`config.mk`:
```
export PLATFORM = sky130hd
export DESIGN_NAME = uart_rx_packet_ctrl
export DESIGN_NICKNAME = d
export VERILOG_FILES = /design/src/rtl/uart_rx_packet_ctrl.sv
export SDC_FILE = /design/constraint.sdc
export NUM_CORES = 1
export LEC_CHECK = 0
export ABC_AREA = 0
export CAP_MARGIN = 20
export CORE_MARGIN = 5
export CORE_UTILIZATION = 60
export CTS_CLUSTER_DIAMETER = 100
export CTS_CLUSTER_SIZE = 25
export DETAILED_ROUTE_END_ITERATION = 16
export PLACE_DENSITY = 0.79
export SLEW_MARGIN = 20
export SYNTH_ARGS = -nofsm -noshare
export SYNTH_HDL_FRONTEND = slang
export SYNTH_SLANG_ARGS = --single-unit
```
`constraint.sdc`:
```
create_clock -name clk -period 3.3 [get_ports clk]
set_input_delay 0.495 -clock clk [delete_from_list [all_inputs] [get_ports clk]]
set_output_delay 0.495 -clock clk [all_outputs]
set_load 0.01 [all_outputs]
```
`src/rtl/uart_rx_packet_ctrl.sv`:
```
// UART packet sequencer: SYNC, LEN, payload, XOR CHK -> buffered valid/ready byte stream.
// Optional UART_PKT_STATS_EN adds saturating pkt_cnt / err_cnt outputs.
module uart_rx_packet_ctrl #(
  parameter int         CLK_FREQ     = 50_000_000,
  parameter int         BAUD_RATE    = 9600,
  parameter logic [7:0] SYNC_BYTE    = 8'h55,
  parameter int         MAX_LEN      = 16,
  parameter int         TIMEOUT_BITS = 20
) (
  input  logic       clk,
  input  logic       rst,
  input  logic       rx_flag,
  input  logic [7:0] rx_data,
  output logic [7:0] pkt_data,
  output logic       pkt_valid,
  output logic       pkt_last,
  input  logic       pkt_ready,
  output logic [7:0] pkt_len,
  output logic       busy,
  output logic       err_chk,
  output logic       err_len,
  output logic       err_timeout,
  output logic       err_overrun
`ifdef UART_PKT_STATS_EN
  ,
  output logic [15:0] pkt_cnt,
  output logic [15:0] err_cnt
`endif
);

  localparam int TO_CYC = (CLK_FREQ / BAUD_RATE) * TIMEOUT_BITS;
  localparam int TW = $clog2(TO_CYC + 1);
  localparam int IW = (MAX_LEN > 1) ? $clog2(MAX_LEN) : 1;
  localparam logic [TW-1:0] TO_LAST = TW'(TO_CYC - 1);

  typedef enum logic [2:0] {
    S_IDLE,
    S_LEN,
    S_PAYLOAD,
    S_CHECK,
    S_DRAIN
  } state_t;

  state_t        state_q;
  logic          rx_flag_q;
  logic          byte_stb;
  logic          in_frame;
  logic          to_hit;
  logic          enter_drain;
  logic [7:0]    len_q;
  logic [7:0]    idx_q;
  logic [7:0]    idx_nxt;
  logic [7:0]    chk_q;
  logic [TW-1:0] timer_q;
  logic [7:0]    mem_q [MAX_LEN];

  assign byte_stb    = rx_flag & ~rx_flag_q;
  assign in_frame    = (state_q == S_LEN) || (state_q == S_PAYLOAD)
                    || (state_q == S_CHECK);
  assign to_hit      = (timer_q == TO_LAST);
  assign idx_nxt     = idx_q + 8'd1;
  assign enter_drain = (state_q == S_CHECK) && byte_stb && (rx_data == chk_q);
  assign busy        = (state_q != S_IDLE);
  assign pkt_len     = len_q;

  // payload storage carries no reset; only indices guard its contents
  always_ff @(posedge clk) begin
    if (state_q == S_PAYLOAD && byte_stb)
      mem_q[idx_q[IW-1:0]] <= rx_data;
  end

  always_ff @(posedge clk or negedge rst) begin
    if (!rst) begin
      state_q     <= S_IDLE;
      rx_flag_q   <= 1'b0;
      len_q       <= '0;
      idx_q       <= '0;
      chk_q       <= '0;
      timer_q     <= '0;
      pkt_data    <= '0;
      pkt_valid   <= 1'b0;
      pkt_last    <= 1'b0;
      err_chk     <= 1'b0;
      err_len     <= 1'b0;
      err_timeout <= 1'b0;
      err_overrun <= 1'b0;
    end else begin
      rx_flag_q   <= rx_flag;
      err_chk     <= 1'b0;
      err_len     <= 1'b0;
      err_timeout <= 1'b0;
      err_overrun <= 1'b0;
      // a byte arriving on the expiry cycle wins over the timeout
      if (!in_frame || byte_stb)
        timer_q <= '0;
      else
        timer_q <= timer_q + TW'(1);
      unique case (state_q)
        S_IDLE: begin
          if (byte_stb && rx_data == SYNC_BYTE)
            state_q <= S_LEN;
        end
        S_LEN: begin
          if (byte_stb) begin
            if (rx_data == 8'd0 || int'(rx_data) > MAX_LEN) begin
              err_len <= 1'b1;
              state_q <= S_IDLE;
            end else begin
              len_q   <= rx_data;
              chk_q   <= rx_data;
              idx_q   <= '0;
              state_q <= S_PAYLOAD;
            end
          end else if (to_hit) begin
            err_timeout <= 1'b1;
            state_q     <= S_IDLE;
          end
        end
        S_PAYLOAD: begin
          if (byte_stb) begin
            chk_q <= chk_q ^ rx_data;
            idx_q <= idx_nxt;
            if (idx_nxt == len_q)
              state_q <= S_CHECK;
          end else if (to_hit) begin
            err_timeout <= 1'b1;
            state_q     <= S_IDLE;
          end
        end
        S_CHECK: begin
          if (byte_stb) begin
            if (enter_drain) begin
              idx_q     <= '0;
              pkt_valid <= 1'b1;
              pkt_data  <= mem_q[0];
              pkt_last  <= (len_q == 8'd1);
              state_q   <= S_DRAIN;
            end else begin
              err_chk <= 1'b1;
              state_q <= S_IDLE;
            end
          end else if (to_hit) begin
            err_timeout <= 1'b1;
            state_q     <= S_IDLE;
          end
        end
        S_DRAIN: begin
          if (byte_stb)
            err_overrun <= 1'b1;
          if (pkt_ready) begin
            if (pkt_last) begin
              pkt_valid <= 1'b0;
              pkt_last  <= 1'b0;
              state_q   <= S_IDLE;
            end else begin
              idx_q    <= idx_nxt;
              pkt_data <= mem_q[idx_nxt[IW-1:0]];
              pkt_last <= (idx_nxt == len_q - 8'd1);
            end
          end
        end
        default: state_q <= S_IDLE;
      endcase
    end
  end

`ifdef UART_PKT_STATS_EN
  always_ff @(posedge clk or negedge rst) begin
    if (!rst) begin
      pkt_cnt <= '0;
      err_cnt <= '0;
    end else begin
      if (enter_drain && pkt_cnt != 16'hFFFF)
        pkt_cnt <= pkt_cnt + 16'd1;
      if ((err_chk | err_len | err_timeout | err_overrun)
          && err_cnt != 16'hFFFF)
        err_cnt <= err_cnt + 16'd1;
    end
  end
`endif

endmodule
```
# After elaboration in Yosys (flattened, before gate mapping)
# Memory sizes are Yosys's and may differ from the RTL's.
# Index checks and enable logic that the tools add are counted.
[op_classes]
n_addsub = 3
order_cmp = 1
eq_ne = 20
muxes = 52
bitwise = 4
n_reduce_logical = 23
[ops]
columns = ["cell", "count"]
rows = [
  ["$mux W8", 14],
  ["$pmux W8 S2", 2],
  ["$pmux W8 S4", 1],
  ["$mux W3", 9],
  ["$eq A8 B8 Y1", 3],
  ["$mux W1", 21],
  ["$ne A2 B2 Y1 const B", 9],
  ["$add A17 B1 Y17 const B", 1],
  ["$eq A17 B17 Y1 const B", 1],
  ["$mux W17", 1],
  ["$pmux W3 S5", 1],
  ["$reduce_and A4 Y1", 3],
  ["$reduce_and A5 Y1", 2],
  ["$add A8 B1 Y8 const B", 1],
  ["$eq A8 B1 Y1 const B", 1],
  ["$eq A8 B7 Y1 const B", 1],
  ["$gt A8 B5 Y1 const B", 1],
  ["$logic_not A8 Y1", 1],
  ["$reduce_and A8 Y1", 1],
  ["$sub A8 B1 Y8 const B", 1],
  ["$xor A8 B8 Y8", 1],
  ["$eq A3 B2 Y1 const B", 2],
  ["$logic_and A1 B1 Y1", 4],
  ["$logic_or A1 B1 Y1", 4],
  ["other kinds (14)", 17],
]
[totals]
reg_bits = 59
mem_bits_rw = 128
input_bits = 12
out_inout_bits = 23
elab_cells = 117
memories = 1
[memory_table]
columns = ["name", "words", "word_bits", "rd", "rd_clocked_by_memory_dff", "write_ports", "line_no", "text"]
rows = [
  ["mem_q", 16, 8, 2, 0, 1, "55", "logic [7:0] mem_q [MAX_LEN];"],
]

# Longest topological paths before layout
# Gate-level depths: netlist of the first run.
[logic_depth]
ltp_word = 7
depth_mapped = 12
mapped_depth_nobuf = 8

# Worst setup path before layout of the first run
# Ideal clock, no wire load.
[synth_timing]
kind = "input -> register"
start = "input rx_flag"
end = "memory mem_q[11][0] (enable)"
setup_ns = 0.383
arrival_time_ns = 2.086
required_time_ns = 2.917
slack_ns = 0.831
stages = 6
n_path_buf = 2
path_cell_list = "nand2b_1 -> clkbuf_1 -> nor3_1 -> clkbuf_1 -> nand2_1 -> nor3_1"
[synth_via]
elab_chain_cells = 4
[synth_rtl]
columns = ["element", "line_no", "text"]
rows = [
  ["start: declaration", "12", "input logic rx_flag,"],
  ["$and A1 B1 Y1", "57", "assign byte_stb = rx_flag & ~rx_flag_q;"],
  ["$logic_and A1 B1 Y1", "68", "if (state_q == S_PAYLOAD && byte_stb)"],
  ["$mux W1", "68", ""],
  ["$mux W1 (not written as such)", "69", "mem_q[idx_q[IW-1:0]] <= rx_data;"],
  ["end: declaration", "55", ""],
]
# Every way passes these cells.

# Worst setup path in the final report of the first run
[layout_timing]
start = "register idx_q[1]"
end = "register pkt_data[0]"
[layout_via]
elab_chain_cells = 5
[layout_rtl]
columns = ["element", "line_no", "text"]
rows = [
  ["start: declaration", "51", "logic [7:0] idx_q;"],
  ["start signal: assignment", "122", "idx_q <= idx_nxt;"],
  ["start signal: assignment", "156", "idx_q <= idx_nxt;"],
  ["$add A8 B1 Y8", "61", "assign idx_nxt = idx_q + 8'd1;"],
  ["$mem_v2 Z16 W8", "-", ""],
  ["$mux W8", "151", "if (pkt_last) begin"],
  ["$mux W8", "150", "if (pkt_ready) begin"],
  ["$pmux W8 S2", "98", "unique case (state_q)"],
  ["end signal: assignment", "135", "pkt_data <= mem_q[0];"],
  ["end signal: assignment", "157", "pkt_data <= mem_q[idx_nxt[IW-1:0]];"],
  ["end: declaration", "14", "output logic [7:0] pkt_data,"],
]
# Every way passes these cells. The select of a mux whose other input is x is not followed.
# A chain may end at the register's enable or synchronous reset.

==> out/results.tsv, run 1 <==
metric	value	unit
status	finished clean	
p_per_area	472	mW/mm2
whs	0.492	ns
initial_utilization	61.1	%
dpl.hpwl	12.8	mm
ys_seq_elements	187	
clock_path_buffers	2	
rows	43	
io_pins	35	
synthArstFlopShare	31.6	%
cap_violations	0	
relSlewSlack	49.8	%
crit_type	flip-flop to flip-flop	
switchingPower	975	uW
switching_share	21.3	%
max-vdd-ir-drop	343	uV
setup_tns	0	ns
hold_viol	0	
cp.required	3.58	ns
syn2layout_area_growth	14.7	%
cts_root_buffer	clkbuf_16	
path_cells	inv_1 > ha_1 > buf_4 > mux4_2 > nand2_1 > and3_1 > a211oi_1 > a21oi_1 > a21oi_1	
ys_seq_area_share	63.0	%
portBuffers	34	
p_int	3.60	mW
grt_use_met2	40.0	%
tightestPinTransition	0.752	ns
grt-ovfl-total	0	
cts_htree_levels	4	
p_leak	3.39	nW
dpl_cell_area	0.00913	mm2
via_count	5367	
max_freq	362	MHz
viasPerCell	6.31	
pwr-share-comb	2.9	%
clockPowerShare	41.8	%
use_met3	6.39	%
drcViolationCount	0	
avgSynthCellArea	14.2	um2
start_kind	flip-flop	
use_met1	33.1	%
numCtsBuffers	17	
grt_pass1_wl	31.0	mm
power	4.58	mW
place_congestion	0.906	
clk_pin_slew_worst_paths	0.07	ns
drive_gt1_share	18.4	%
crit_path_end_kind	flip-flop	
grt_max_degree	38	
fp.dieW	129	um
yosys_warnings	0	
drt_pre_antenna_iters	5	
drtIter0Drc	591	
cts.sinks	187	
drtAntennaViolNets	0	
post-route-min-period	2.76	ns
drt-total-wl	19.4	mm
cts_tree	yes	
cp_common_cell	a21oi_1	
core-area	0.0138	mm2
fin_worst_skew	0.0105	ns
syn_inst	595	
design_area	0.00969	mm2
holdCritPathClass	flip-flop to flip-flop	
wire_per_inst	22.8	um
yosysUniqueCellTypes	61	
clk_latency	0.44	ns
setup_viol	0	
worst_slack	0.539	ns
syn_nets	614	
rsz0062_at_grt	no	
finalCritPeriodShare	83.7	%
die_h	129	um
critPathArrivalTime	3.04	ns
final_common_cell	edfxtp_1	
fillCellCount	866	
slowest_delay	0.65	ns
layout_common_cells	edfxtp_1, dfrtp_1, nand2_1	
synth_area	0.00845	mm2
fin_nets	676	
gr-usage-all-layers	25.1	%
cpMaxStageDelayCell	ha_1	
grt_pass1_vias	5547	
synth_edf_count	128	
die_area	0.0166	mm2
grt.busiest_layer	met2	
seq_power_share	55.3	%
cp_max_fo	10	
ys.flop_type	edfxtp_1	
antenna_found_initial	1	
dp_slack	0.474	ns
report.final.slew_viol_count	0	
[registers in the layout (all words and copies together) (netlist names)]
| name | cells |
|---|---|
| err_len | 1 |
| mem_q | 128 |
| pkt_data | 8 |
| timer_q | 17 |
| pkt_valid | 1 |
| state_q | 3 |
| err_overrun | 1 |
| err_timeout | 1 |
| pkt_last | 1 |
| rx_flag_q | 1 |
| pkt_len | 8 |
| idx_q | 8 |
| chk_q | 8 |
| err_chk | 1 |
[cells in the mapped netlist, types with 7 or more instances]
master | count | share of area (%)
a211oi_1 | 7 | 0.62
dfrtp_1 | 59 | 17
nor4_1 | 9 | 0.67
buf_2 | 10 | 0.59
nor2_1 | 49 | 2.2
xor2_1 | 25 | 2.6
nand2_1 | 50 | 2.2
a21oi_1 | 32 | 1.9
and3_1 | 14 | 1.0
edfxtp_1 | 128 | 45
mux2i_1 | 11 | 1.3
clkbuf_1 | 9 | 0.40
xnor2_1 | 16 | 1.7
nor3_1 | 13 | 0.77
inv_1 | 12 | 0.53
o21ai_0 | 10 | 0.59
mux4_2 | 32 | 8.5
ha_1 | 7 | 1.0
nand3_1 | 15 | 0.89
[layer usage]
metal	vias up	share of wire, %
met2	247	50
li1	2368	-
met4	0	3.2
met3	44	7.0
met5	-	0
met1	2708	39
[metrics by stage]
stage	instances	util, %
after floorplan	595	-
after global placement	817	66.0
after detailed placement	817	66.0
after CTS	849	70.1
after global routing	850	70.1
final	850	70.1
[cells by family (layout without fill, tap and decap cells)]
group                    after synthesis  in the layout  synth area share (%)
flip-flops                           187            187                  63.0
AND/OR/NAND/NOR                      186            186                  11.5
AO/OA/AOI/OAI                         80             80                  6.06
multiplexers                          48             48                  10.5
XOR/XNOR                              46             46                  5.42
buffers and inverters                 40            114                  2.43
adder cells (fa/ha/maj)                8              8                  1.15
other                                  0              1                     0
[timing repair]
action,4_1_cts,5_1_grt
gates resized for setup,0,0
buffers inserted,0,0
hold buffers,1,0
hold endpoints to repair,12,0
[final timing paths]
check	to	cells after the start	startpoint	slack, ns
max in group asynchronous	pkt_data[1]	3	rst	2.06
hold reg to reg	timer_q[0]	1	timer_q[0]	0.49
min in group asynchronous	timer_q[6]	2	rst	0.53
setup reg to reg	pkt_data[0]	9	idx_q[1]	0.54
setup / recovery	pkt_data[0]	9	idx_q[1]	0.54
hold / removal	timer_q[0]	1	timer_q[0]	0.49
[power by group through the flow]
| stage | Clock [mW] | Sequential, mW | Combinational, mW |
|---|---|---|---|
| 2_1_floorplan | 0 | 2.58 | 0.0483 |
| 5_1_grt | 2.05 | 2.53 | 0.144 |
| 4_1_cts | 1.93 | 2.53 | 0.132 |
| 6_report | 1.91 | 2.53 | 0.132 |
| 3_3_place_gp | 0 | 2.58 | 0.125 |
| 3_5_place_dp | 0 | 2.58 | 0.130 |
[critical path: cells and delay by family (launching register included)]
kind	cells	cell delay (ns)
AO/OA/AOI/OAI	3	0.45
flip-flops	1	0.47
adder cells (fa/ha/maj)	1	0.65
buffers and inverters	2	0.40
AND/OR/NAND/NOR	2	0.30
multiplexers	1	0.32
[area by class of cell]
type / instances / area (um2) / share of cell area (%)
Antenna cell: 1 / 2.50 / 0.0258
Clock buffer: 17 / 425 / 4.39
Clock inverter: 14 / 124 / 1.28
Inverter: 13 / 48.8 / 0.503
Multi-Input combinational cell: 368 / 2920 / 30.2
Sequential cell: 187 / 5320 / 54.9
Tap cell: 180 / 225 / 2.32
Timing Repair Buffer: 70 / 621 / 6.40
No activity file was read; power rests on OpenSTA's default activity.
==> inputs of run 2 (changes only) <==
Clock period 3.3 ns to 2.75 ns, I/O delays scaled along.
==> run 2 against run 1 <==
Net effect:
- count of clock-buffer cells in the layout stayed put
- worst setup slack worse by 0.31 ns
- fmax is 9.4% higher
- total power is 23% higher
- global-route usage hardly changed
- final area is 0.83% higher
- combinational power is 22% higher
- worst hold slack better by 0.0019 ns
==> out/results.tsv, run 2 (same netlist as run 1, synthesis figures left out) <==
metric	value	unit	change
portBuffers	34		unchanged
min_from	rx_flag		was timer_q[0]
wire_per_inst	22.2	um	was 22.8 um
cts_root_buffer	clkbuf_16		unchanged
tightestPinTransition	0.764	ns	was 0.752 ns
holdCritPathClass	input port to flip-flop		was flip-flop to flip-flop
fp.dieW	129	um	unchanged
diodes	0		was 1
drcViolationCount	0		unchanged
finalCritPeriodShare	91.7	%	was 83.7%
hold_viol	0		unchanged
cap_violations	0		unchanged
drtAntennaViolNets	0		unchanged
place_inst	824		was 817
cts.sinks	187		unchanged
cp.required	3.03	ns	was 3.58 ns
path_buf_inv	2		unchanged
clk_latency	0.44	ns	about the same
die_h	129	um	unchanged
cp_max_fo	19		was 10
ff2ff_setup_slack	0.23	ns	was 0.54 ns
grt_pass1_vias	5540		was 5547
cpMaxStageDelayCell	mux4_2		was ha_1
relSlewSlack	48.7	%	was 49.8%
holdPathEnd	rx_flag_q		was timer_q[0]
grt_max_degree	28		was 38
syn2layout_area_growth	15.7	%	was 14.7%
io_pins	35		unchanged
grt_pass1_wl	30.9	mm	was 31.0 mm
max_freq	396	MHz	was 362 MHz
slowest_delay	0.54	ns	was 0.65 ns
cts.hold.buffers_added	1		unchanged
dpl_cell_area	0.00917	mm2	was 0.00913 mm2
reg2reg_depth	8		was 9
drive_gt1_share	19.4	%	was 18.4%
cts_setup_buffers	0		unchanged
fin_nets	683		was 676
final_common_cell	edfxtp_1		unchanged
largest_reg_flops	128		unchanged
status	finished clean		unchanged
cts.repair.resized	0		unchanged
dpl.hpwl	13.0	mm	was 12.8 mm
p_leak	3.44	nW	was 3.39 nW
layout_common_cells	edfxtp_1, dfrtp_1, nand2_1		unchanged
r2r_end	pkt_data[6]		was pkt_data[0]
clock_path_buffers	2		unchanged
grt-ovfl-total	0		unchanged
cts_htree_levels	4		unchanged
initial_utilization	61.1	%	unchanged
design_area	0.00977	mm2	was 0.00969 mm2
p_per_area	577	mW/mm2	was 472 mW/mm2
r2r_start	idx_q[1]		unchanged
clk_pin_slew_worst_paths	0.07	ns	about the same
rsz0062_at_grt	no		unchanged
drt_pre_antenna_iters	5		unchanged
cp-startpoint	idx_q[1]		unchanged
drtIter0Drc	627		was 591
via_count	5383		was 5367
max-vdd-ir-drop	477	uV	was 343 uV
path_cells	inv_1 > ha_1 > buf_4 > mux4_2 > mux2i_1 > a211oi_2 > a21oi_1 > a21oi_1		was inv_1 > ha_1 > buf_4 > mux4_2 > nand2_1 > and3_1 > a211oi_1 > a21oi_1 > a21oi_1
critPathArrivalTime	2.80	ns	was 3.04 ns
power	5.64	mW	was 4.58 mW
drt-total-wl	19.0	mm	was 19.4 mm
crit_path_end_kind	flip-flop		unchanged
numCtsBuffers	17		unchanged
antenna_found_initial	0		was 1
cts_tree	yes		unchanged
cp_top_family	multiplexers		was adder cells
whs_path_depth	1		unchanged
crit_type	flip-flop to flip-flop		unchanged
start_kind	flip-flop		unchanged
place_congestion	0.884		was 0.906
fin_worst_skew	0.0127	ns	was 0.0105 ns
final_cells	857		was 850
die_area	0.0166	mm2	unchanged
viasPerCell	6.28		was 6.31
core-area	0.0138	mm2	unchanged
report.final.slew_viol_count	0		unchanged
setup_tns	0	ns	unchanged
rows	43		unchanged
gr-usage-all-layers	25.2	%	was 25.1%
cp_common_cell	a21oi_1		unchanged
setup_viol	0		unchanged
post-route-min-period	2.52	ns	was 2.76 ns
## run 2: cell type report
| type | count | area, um2 |
|---|---|---|
| sequential | 187 | 5320 |
| fill | 881 | 4060 |
| multi-input combinational | 368 | 2920 |
| timing repair buffer | 77 | 661 |
| clock buffer | 17 | 425 |
| tap | 180 | 225 |
| clock inverter | 15 | 166 |
| inverter | 13 | 48.8 |
## run 2: worst max-delay path by stage
| stage | slack (ns) | end | cells past startpoint |
|---|---|---|---|
| 5_1_grt | 0.09 | pkt_data[6] | 8 |
| 3_5_place_dp | 0.01 | pkt_data[0] | 7 |
| 4_1_cts | 0.23 | pkt_data[6] | 8 |
| 2_1_floorplan | 0.31 | pkt_data[6] | 12 |
| 6_report | 0.23 | pkt_data[6] | 8 |
| 3_3_place_gp | 0.20 | pkt_data[0] | 7 |
## run 2: per-layer routing
metal	vias to the layer above	global-route usage (%)	wire, um
met4	0	10.1	464
met1	2698	33.1	7330
met5	-	0	0
li1	2387	-	-
met3	42	5.19	1380
met2	256	41.4	9850
## run 2: through the flow
| step | utilization (%) | hold slack (ns) | setup slack (ns) |
|---|---|---|---|
| after floorplan | - | 0.117 | 0.314 |
| after CTS | 70.7 | 0.483 | 0.234 |
| after global routing | 70.7 | 0.503 | 0.0939 |
| final | 70.7 | 0.493 | 0.227 |
| after global placement | 66.3 | 0.434 | 0.202 |
| after detailed placement | 66.3 | 0.435 | 0.00981 |
## run 2: worst reg2reg max path, delay by kind of cell, from the launching register on
kind / cells / cell delay [ns]
DFF: 1 / 0.48
adders and majority gates: 1 / 0.33
AOI/OAI and AO/OA: 3 / 0.40
buffers and inverters: 2 / 0.44
muxes: 2 / 0.72
## run 2: where the power goes
| part | switching [mW] | internal, mW |
|---|---|---|
| logic | 0.103 | 0.0577 |
| clock network | 1.09 | 1.35 |
| registers | 0.0126 | 3.02 |
| total | 1.20 | 4.43 |
==> inputs of run 3 (changes only) <==
Settings changed: CORE_ASPECT_RATIO from default to 0.5, SLEW_MARGIN 20 to default, TNS_END_PERCENT from default to 50.
==> run 3 against run 2 <==
Net effect:
- final area grew 0.73%
- clock power hardly changed
- sequential share of layout area shrank 0.39 points
- non-clock buffer count up 2
- combinational power grew 4%
- highest routed layer unchanged
==> out/results.tsv, run 3 (same netlist as run 1, synthesis figures left out) <==
metric	value	unit	change
status	finished clean		unchanged
grt-ovfl-total	0		unchanged
place_inst	838		was 824
finalCritPeriodShare	91.8	%	was 91.7%
fillCellCount	845		was 881
drt-total-wl	19.4	mm	was 19.0 mm
final_common_cell	edfxtp_1		unchanged
wire_per_inst	22.3	um	was 22.2 um
holdCritPathClass	input port to asynchronous set/reset pin		was input port to flip-flop
layout_common_cells	edfxtp_1, dfrtp_1, nand2_1		unchanged
via_count	5371		was 5383
cp.required	3.03	ns	about the same
die_area	0.0167	mm2	was 0.0166 mm2
max_freq	396	MHz	about the same
syn2layout_area_growth	16.5	%	was 15.7%
post-route-min-period	2.52	ns	about the same
cts_htree_levels	4		unchanged
rsz0062_at_grt	no		unchanged
numCtsBuffers	17		unchanged
fin_nets	685		was 683
io_pins	35		unchanged
tightestPinTransition	0.694	ns	was 0.764 ns
final_cells	872		was 857
portBuffers	34		unchanged
core-area	0.0137	mm2	was 0.0138 mm2
viasPerCell	6.16		was 6.28
dpl.hpwl	12.5	mm	was 13.0 mm
clk_latency	0.43	ns	was 0.44 ns
rows	30		was 43
crit_path_end_kind	flip-flop		unchanged
die_h	93.9	um	was 129 um
cts.repair.resized	0		unchanged
gr-usage-all-layers	25.1	%	was 25.2%
p_leak	3.46	nW	was 3.44 nW
cts_root_buffer	clkbuf_16		unchanged
cts.hold.buffers_added	0		was 1
critPathArrivalTime	2.80	ns	about the same
grt_pass1_wl	31.0	mm	was 30.9 mm
fp.dieW	178	um	was 129 um
design_area	0.00984	mm2	was 0.00977 mm2
drive_gt1_share	19.7	%	was 19.4%
max-vdd-ir-drop	434	uV	was 477 uV
cts.sinks	187		unchanged
largest_reg_flops	128		unchanged
relSlewSlack	53.8	%	was 48.7%
grt_max_degree	34		was 28
cts_setup_buffers	0		unchanged
start_kind	flip-flop		unchanged
hold_viol	0		unchanged
drt_pre_antenna_iters	5		unchanged
drcViolationCount	0		unchanged
cts_tree	yes		unchanged
drtAntennaViolNets	0		unchanged
setup_viol	0		unchanged
report.final.slew_viol_count	0		unchanged
dpl_cell_area	0.00924	mm2	was 0.00917 mm2
initial_utilization	61.8	%	was 61.1%
clock_path_buffers	2		unchanged
crit_type	flip-flop to flip-flop		unchanged
p_per_area	576	mW/mm2	was 577 mW/mm2
place_congestion	0.856		was 0.884
clk_pin_slew_worst_paths	0.07	ns	about the same
cp_max_fo	22		was 19
grt_pass1_vias	5434		was 5540
antenna_found_initial	0		unchanged
cap_violations	0		unchanged
final_util	72.0	%	was 70.7%
whs	0.0265	ns	was 0.493 ns
fin_worst_skew	0.0138	ns	was 0.0127 ns
drtIter0Drc	567		was 627
setup_tns	0	ns	unchanged
## run 3: critical path, stage by stage, from the launching register on
cell and delay, ns:
dfrtp_2 0.49, inv_1 0.10, ha_1 0.52, buf_12 0.24, mux4_2 0.36, mux2i_1 0.22
a211oi_1 0.12, a21oi_1 0.22, a21oi_1 0.10
## run 3: layout make-up
cell class                 count  area (um2)  share of cell area (%)
antenna                        1        2.50                  0.0254
clock buffer                  18         429                    4.36
clock inverter                14         169                    1.72
inverter                      13        48.8                   0.496
multi-input combinational    368        2920                    29.7
sequential                   187        5320                    54.1
tap                          192         240                    2.44
timing repair buffer          79         708                    7.19
## run 3: worst paths after layout
path / slack, ns / end / start / cells after the start
worst max register to register: 0.23 / pkt_data[5] / idx_q[0] / 8
min in group clk: 0.49 / timer_q[0] / timer_q[0] / 1
worst min register to register: 0.49 / timer_q[0] / timer_q[0] / 1
max in group asynchronous: 2.10 / idx_q[0] / rst / 2
worst min-delay path: 0.03 / timer_q[1] / rst / 1
worst max-delay path: 0.23 / pkt_data[5] / idx_q[0] / 8
## run 3: per-stage QoR
step                      total power [mW]  setup WS [ns]
final                                 5.67          0.227
after detailed placement              3.26          0.155
after global placement                3.25          0.248
after global routing                  5.84          0.129
after CTS                             5.69          0.244
after floorplan                       3.15          0.314
## run 3: where the power goes
| part | switching, mW | internal [mW] |
|---|---|---|
| clock | 1.16 | 1.31 |
| combinational | 0.108 | 0.0588 |
| sequential | 0.0118 | 3.02 |
| total | 1.28 | 4.39 |
## run 3: routing by layer
metal  vias to the layer above  routed length (um)  share of wire (%)  track usage, %
met4                         0                 380                2.0            7.97
met1                      2667                8180                 42            35.8
li1                       2392                   -                  -               -
met3                        30                1650                8.5            4.34
met5                         -                   0                  0               0
met2                       282                9190                 47            39.9
